`src/rtl/hive_jmp_resolve.sv`:
```
// Jump resolution tail: carries issued instructions to stage 3, decides taken
// jumps against the test result, redirects the PC and squashes the jump shadow.
module hive_jmp_resolve #(
    parameter int PC_W  = 16,
    parameter int OFS_W = 8,
    parameter int SHD   = 3
) (
    input  logic             clk_i,
    input  logic             rst_i,
    input  logic             vld_i,
    input  logic             jmp_i,
    input  logic [PC_W-1:0]  pc_i,
    input  logic [OFS_W-1:0] ofs_i,
    input  logic             res_i,
    output logic             rdr_o,
    output logic [PC_W-1:0]  pc_o,
    output logic             kill_o,
    output logic [15:0]      tkn_cnt_o
);

    typedef struct packed {
        logic             jmp;
        logic [PC_W-1:0]  pc;
        logic [OFS_W-1:0] ofs;
    } stg_t;

    localparam logic [2:0] SHD_L = 3'(SHD);

    logic [2:0]      vld_q;
    stg_t            s1_q;
    stg_t            s2_q;
    stg_t            s3_q;
    logic [2:0]      shd_q;
    logic [2:0]      shd_d;
    logic            s3_vld;
    logic            shadowed;
    logic            take;
    logic [PC_W-1:0] ofs_sx;
    logic [PC_W-1:0] tgt;

    // Payload registers are left unreset; the valid chain gates them.
    always_ff @(posedge clk_i) begin
        s1_q <= '{jmp: jmp_i, pc: pc_i, ofs: ofs_i};
        s2_q <= s1_q;
        s3_q <= s2_q;
    end

    always_ff @(posedge clk_i) begin
        if (rst_i) begin
            vld_q <= '0;
        end else begin
            vld_q <= {vld_q[1:0], vld_i};
        end
    end

    assign s3_vld   = vld_q[2];
    assign shadowed = (shd_q != 3'd0);
    assign take     = s3_vld & s3_q.jmp & res_i & ~shadowed;
    assign ofs_sx   = PC_W'($signed(s3_q.ofs));
    assign tgt      = s3_q.pc + PC_W'(1) + ofs_sx;

    always_comb begin
        shd_d = shd_q;
        unique case (1'b1)
            take:     shd_d = SHD_L;
            shadowed: shd_d = shd_q - 3'd1;
            default:  shd_d = shd_q;
        endcase
    end

    always_ff @(posedge clk_i) begin
        if (rst_i) begin
            shd_q     <= '0;
            rdr_o     <= 1'b0;
            kill_o    <= 1'b0;
            pc_o      <= '0;
            tkn_cnt_o <= '0;
        end else begin
            shd_q     <= shd_d;
            rdr_o     <= take;
            kill_o    <= s3_vld & shadowed;
            tkn_cnt_o <= tkn_cnt_o + 16'(take);
            if (take) begin
                pc_o <= tgt;
            end
        end
    end

endmodule

```
`config.mk`:
```
export PLATFORM = sky130hd
export DESIGN_NAME = hive_jmp_resolve
export DESIGN_NICKNAME = d
export VERILOG_FILES = /design/src/rtl/hive_jmp_resolve.sv
export SDC_FILE = /design/constraint.sdc
export NUM_CORES = 1
export LEC_CHECK = 0
export ABC_AREA = 0
export CELL_PAD_IN_SITES_DETAIL_PLACEMENT = 0
export CELL_PAD_IN_SITES_GLOBAL_PLACEMENT = 1
export CORE_MARGIN = 2
export CORE_UTILIZATION = 44
export DETAILED_ROUTE_END_ITERATION = 10
export PLACE_DENSITY = 0.93
export SYNTH_ARGS = -nofsm -noshare
export SYNTH_HDL_FRONTEND = slang
export SYNTH_SLANG_ARGS = --single-unit
```
`constraint.sdc`:
```
create_clock -name clk_i -period 8.5 [get_ports clk_i]
set_input_delay 1.275 -clock clk_i [delete_from_list [all_inputs] [get_ports clk_i]]
set_output_delay 1.275 -clock clk_i [all_outputs]
set_load 0.005 [all_outputs]
```
==> results_dict.tcl <==
set metrics [dict create \
    status "finished, final reports clean" \
    final_cell_mix "115 x dfxtp_1, 62 x clkdlybuf4s50_1, 27 x nand2_1" \
    design.core.area_um2 8260 \
    cp.arrival_ns 3.99 \
    hold_buffers 0 \
    port_buffers 62 \
    tritoncts "yes" \
    max_cap_viol_count 0 \
    path_class "input pin to flop" \
    reg2reg_depth 12 \
    numCtsBuffers 17 \
    peakVddDrop_mv 0.135 \
    overflow 0 \
    p_comb_share_pct 7.6 \
    finalCritPeriodShare_pct 41.9 \
    finalMaxSlewViolations 0 \
    synth_top_area_cell "dfxtp_1" \
    clock_latency_ns 0.50 \
    ys_seq_area_share_pct 60.9 \
    finalCriticalPeriod_ns 3.56 \
    fill_cells 703 \
    final_common_cell "dfxtp_1" \
    fp.dieH_um 96.7 \
    hold_viol_final 0 \
    h-tree-depth 4 \
    power_density_nw_per_um2 264 \
    synth_cells 350 \
    layout_setup_ws_ns 4.94 \
    clk_path_buf_depth 2 \
    worst_slew_pin_slew_ns 0.601 \
    nets 470 \
    routedWlPerCell_um 12.6 \
    wl_um 6780 \
    dieArea_um2 9340 \
    finalSetupViolations 0 \
    grt_max_degree 42 \
    drc_errors 0 \
    synth_nets 400 \
    cts.clk_slew.worst_paths_ns 0.06 \
    drtPass1Iterations 5 \
    drtIter0Drc 106 \
    ys_top_cells_by_area "dfxtp_1 61%, ha_1 6.6%, a21oi_1 3.2%, nand3_1 2.8%, nand2_1 2.7%" \
    cp-start-kind "input pin" \
    critPathCaptureType "flop" \
    synth.top_cell.area_share_pct 60.9 \
    p_leak_nw 2.03 \
    diodes 0 \
    reg2reg_setup_slack_ns 5.43 \
    layout-drive-gt1-share_pct 8.78 \
    holdCritPathClass "flop to flop" \
    gp_congestion 0.764 \
    viasPerCell 4.92 \
    seqPwrFrac_pct 43.1 \
    clkSinkCount 115 \
    place_hpwl_um 4520 \
    postRouteAntennaNets 0 \
    antenna_found_initial 0 \
    utilization_pct 61.2 \
    yosysUniqueCellTypes 39 \
    root_buffer "clkbuf_8" \
    grt_pass1_vias 2462 \
    ys_ff_latch 115 \
    die_x_um 96.7 \
    slew_headroom_pct 59.9 \
    core.rowCount 33 \
    dpl_cell_area_um2 4500 \
    min_path_cells 0 \
    area_delta_synth_final_pct 33.9 \
    post_cts_resized 0 \
    p_sw_w 0.000326 \
    critPathLaunch "res_i" \
    clockPowerShare_pct 49.3 \
    reg2reg_from "shd_q[0]" \
    rsz0062_at_grt "no" \
    synth_warnings 0 \
    skew_ns 0.00450 \
    avgSynthCellArea_um2 10.8 \
    cp_max_fo 24 \
    grt_pass1_wl_um 11200 \
    ios 63 \
    initial_utilization_pct 45.7 \
    timing.rr.end "tkn_cnt_o[8]" \
    finalSetupTns_ns 0 \
    cts_setup_buffers 0 \
    syn-cell-area_um2 3780 \
    p_sw_share_pct 24.4 \
    p_int_w 0.00101 \
    vias 2649 \
    crit_end "tkn_cnt_o[8]" \
    worstPathRequired_ns 8.93 \
    grt_usage_pct 14.8 \
    p_total_w 0.00133 \
    design_area_um2 5060 \
    max_freq_mhz 281 \
    pre_cts_ws_ns 4.45 \
]
## routing by layer
metal  up-vias  share of wire, %  GRT usage [%]
li1       1351                 -              -
met1      1218                46           17.9
met2        74                48           24.0
met3         6               4.9           4.48
met4         0              0.84           6.83
met5         -                 0              0
## state kept, by name, summed over array words and instances, names as in the netlist
register / flops
shd_q: 3
s3_q: 17
tkn_cnt_o: 16
s2_q: 25
ofs_sx: 8
pc_o: 16
vld_q: 3
rdr_o: 1
kill_o: 1
s1_q: 25
## how the worst min path moves through the flow
stage / startpoint / to / slack, ns
2_1_floorplan: s2_q[0] / ofs_sx[0] / 0.31
3_3_place_gp: s2_q[16] / s3_q[16] / 0.31
3_5_place_dp: s2_q[5] / ofs_sx[5] / 0.31
4_1_cts: s2_q[21] / s3_q[21] / 0.32
5_1_grt: s2_q[21] / s3_q[21] / 0.33
6_report: s2_q[21] / s3_q[21] / 0.32
## layout make-up
| class | instances | area, um2 | share of cell area (%) |
|---|---|---|---|
| sequential | 115 | 2300 | 45.5 |
| multi-input combinational | 210 | 1380 | 27.3 |
| timing repair buffer | 64 | 636 | 12.6 |
| clock buffer | 18 | 418 | 8.27 |
| clock inverter | 14 | 143 | 2.82 |
| tap | 105 | 131 | 2.60 |
| inverter | 12 | 45.0 | 0.891 |
## metrics by stage
stage          instances  hold slack (ns)
2_1_floorplan        350            0.310
3_5_place_dp         506            0.312
3_3_place_gp         506            0.310
4_1_cts              538            0.323
5_1_grt              538            0.327
6_report             538            0.324
## synth_stat cells
cell type / instances
nor3_2: 1
a31oi_1: 1
nor2b_1: 9
nor2_1: 25
mux2_2: 1
a221oi_4: 1
buf_1: 4
a221o_1: 1
o2111ai_1: 2
xor2_1: 10
o211ai_2: 1
nand3b_1: 2
nor3_1: 3
clkbuf_1: 9
xnor2_1: 10
a211oi_1: 6
or3_1: 5
o211ai_1: 1
nor4_1: 1
fa_1: 1
and3_2: 1
a21o_1: 3
and4_1: 1
o21a_1: 2
mux2i_1: 1
inv_1: 11
or4_1: 2
clkinv_1: 1
ha_1: 20
and3_1: 5
nand2_1: 27
or4b_1: 1
a32oi_1: 1
nand3_1: 21
o21bai_1: 2
dfxtp_1: 115
nand4_1: 9
o21ai_0: 9
a21oi_1: 24
## critical path: stages
cell,delay [ns]
clkdlybuf4s50_1,0.50
nand4_1,0.10
buf_4,0.23
inv_1,0.47
ha_1,0.30
ha_1,0.18
and3_1,0.19
nand3_1,0.21
or3_1,0.40
a21oi_1,0.13
## power by group through the flow
stage / Combinational [W] / Sequential [W] / Clock [W]
after floorplan: 0.0000692 / 0.000583 / 0
after global placement: 0.0000971 / 0.000585 / 0
after detailed placement: 0.0000999 / 0.000586 / 0
after CTS: 0.000102 / 0.000575 / 0.000673
after global routing: 0.000116 / 0.000577 / 0.000696
final: 0.000101 / 0.000574 / 0.000658
## kinds of logic after synthesis
| logic type | synth area share, % |
|---|---|
| multiplexers | 0.563 |
| XOR/XNOR | 4.64 |
| AO/OA/AOI/OAI | 9.31 |
| AND/OR/NAND/NOR | 14.9 |
| buffers and inverters | 2.48 |
| flip-flops | 60.9 |
| adder cells (fa/ha/maj) | 7.15 |
Note: power is estimated with default switching activity, not from simulation.
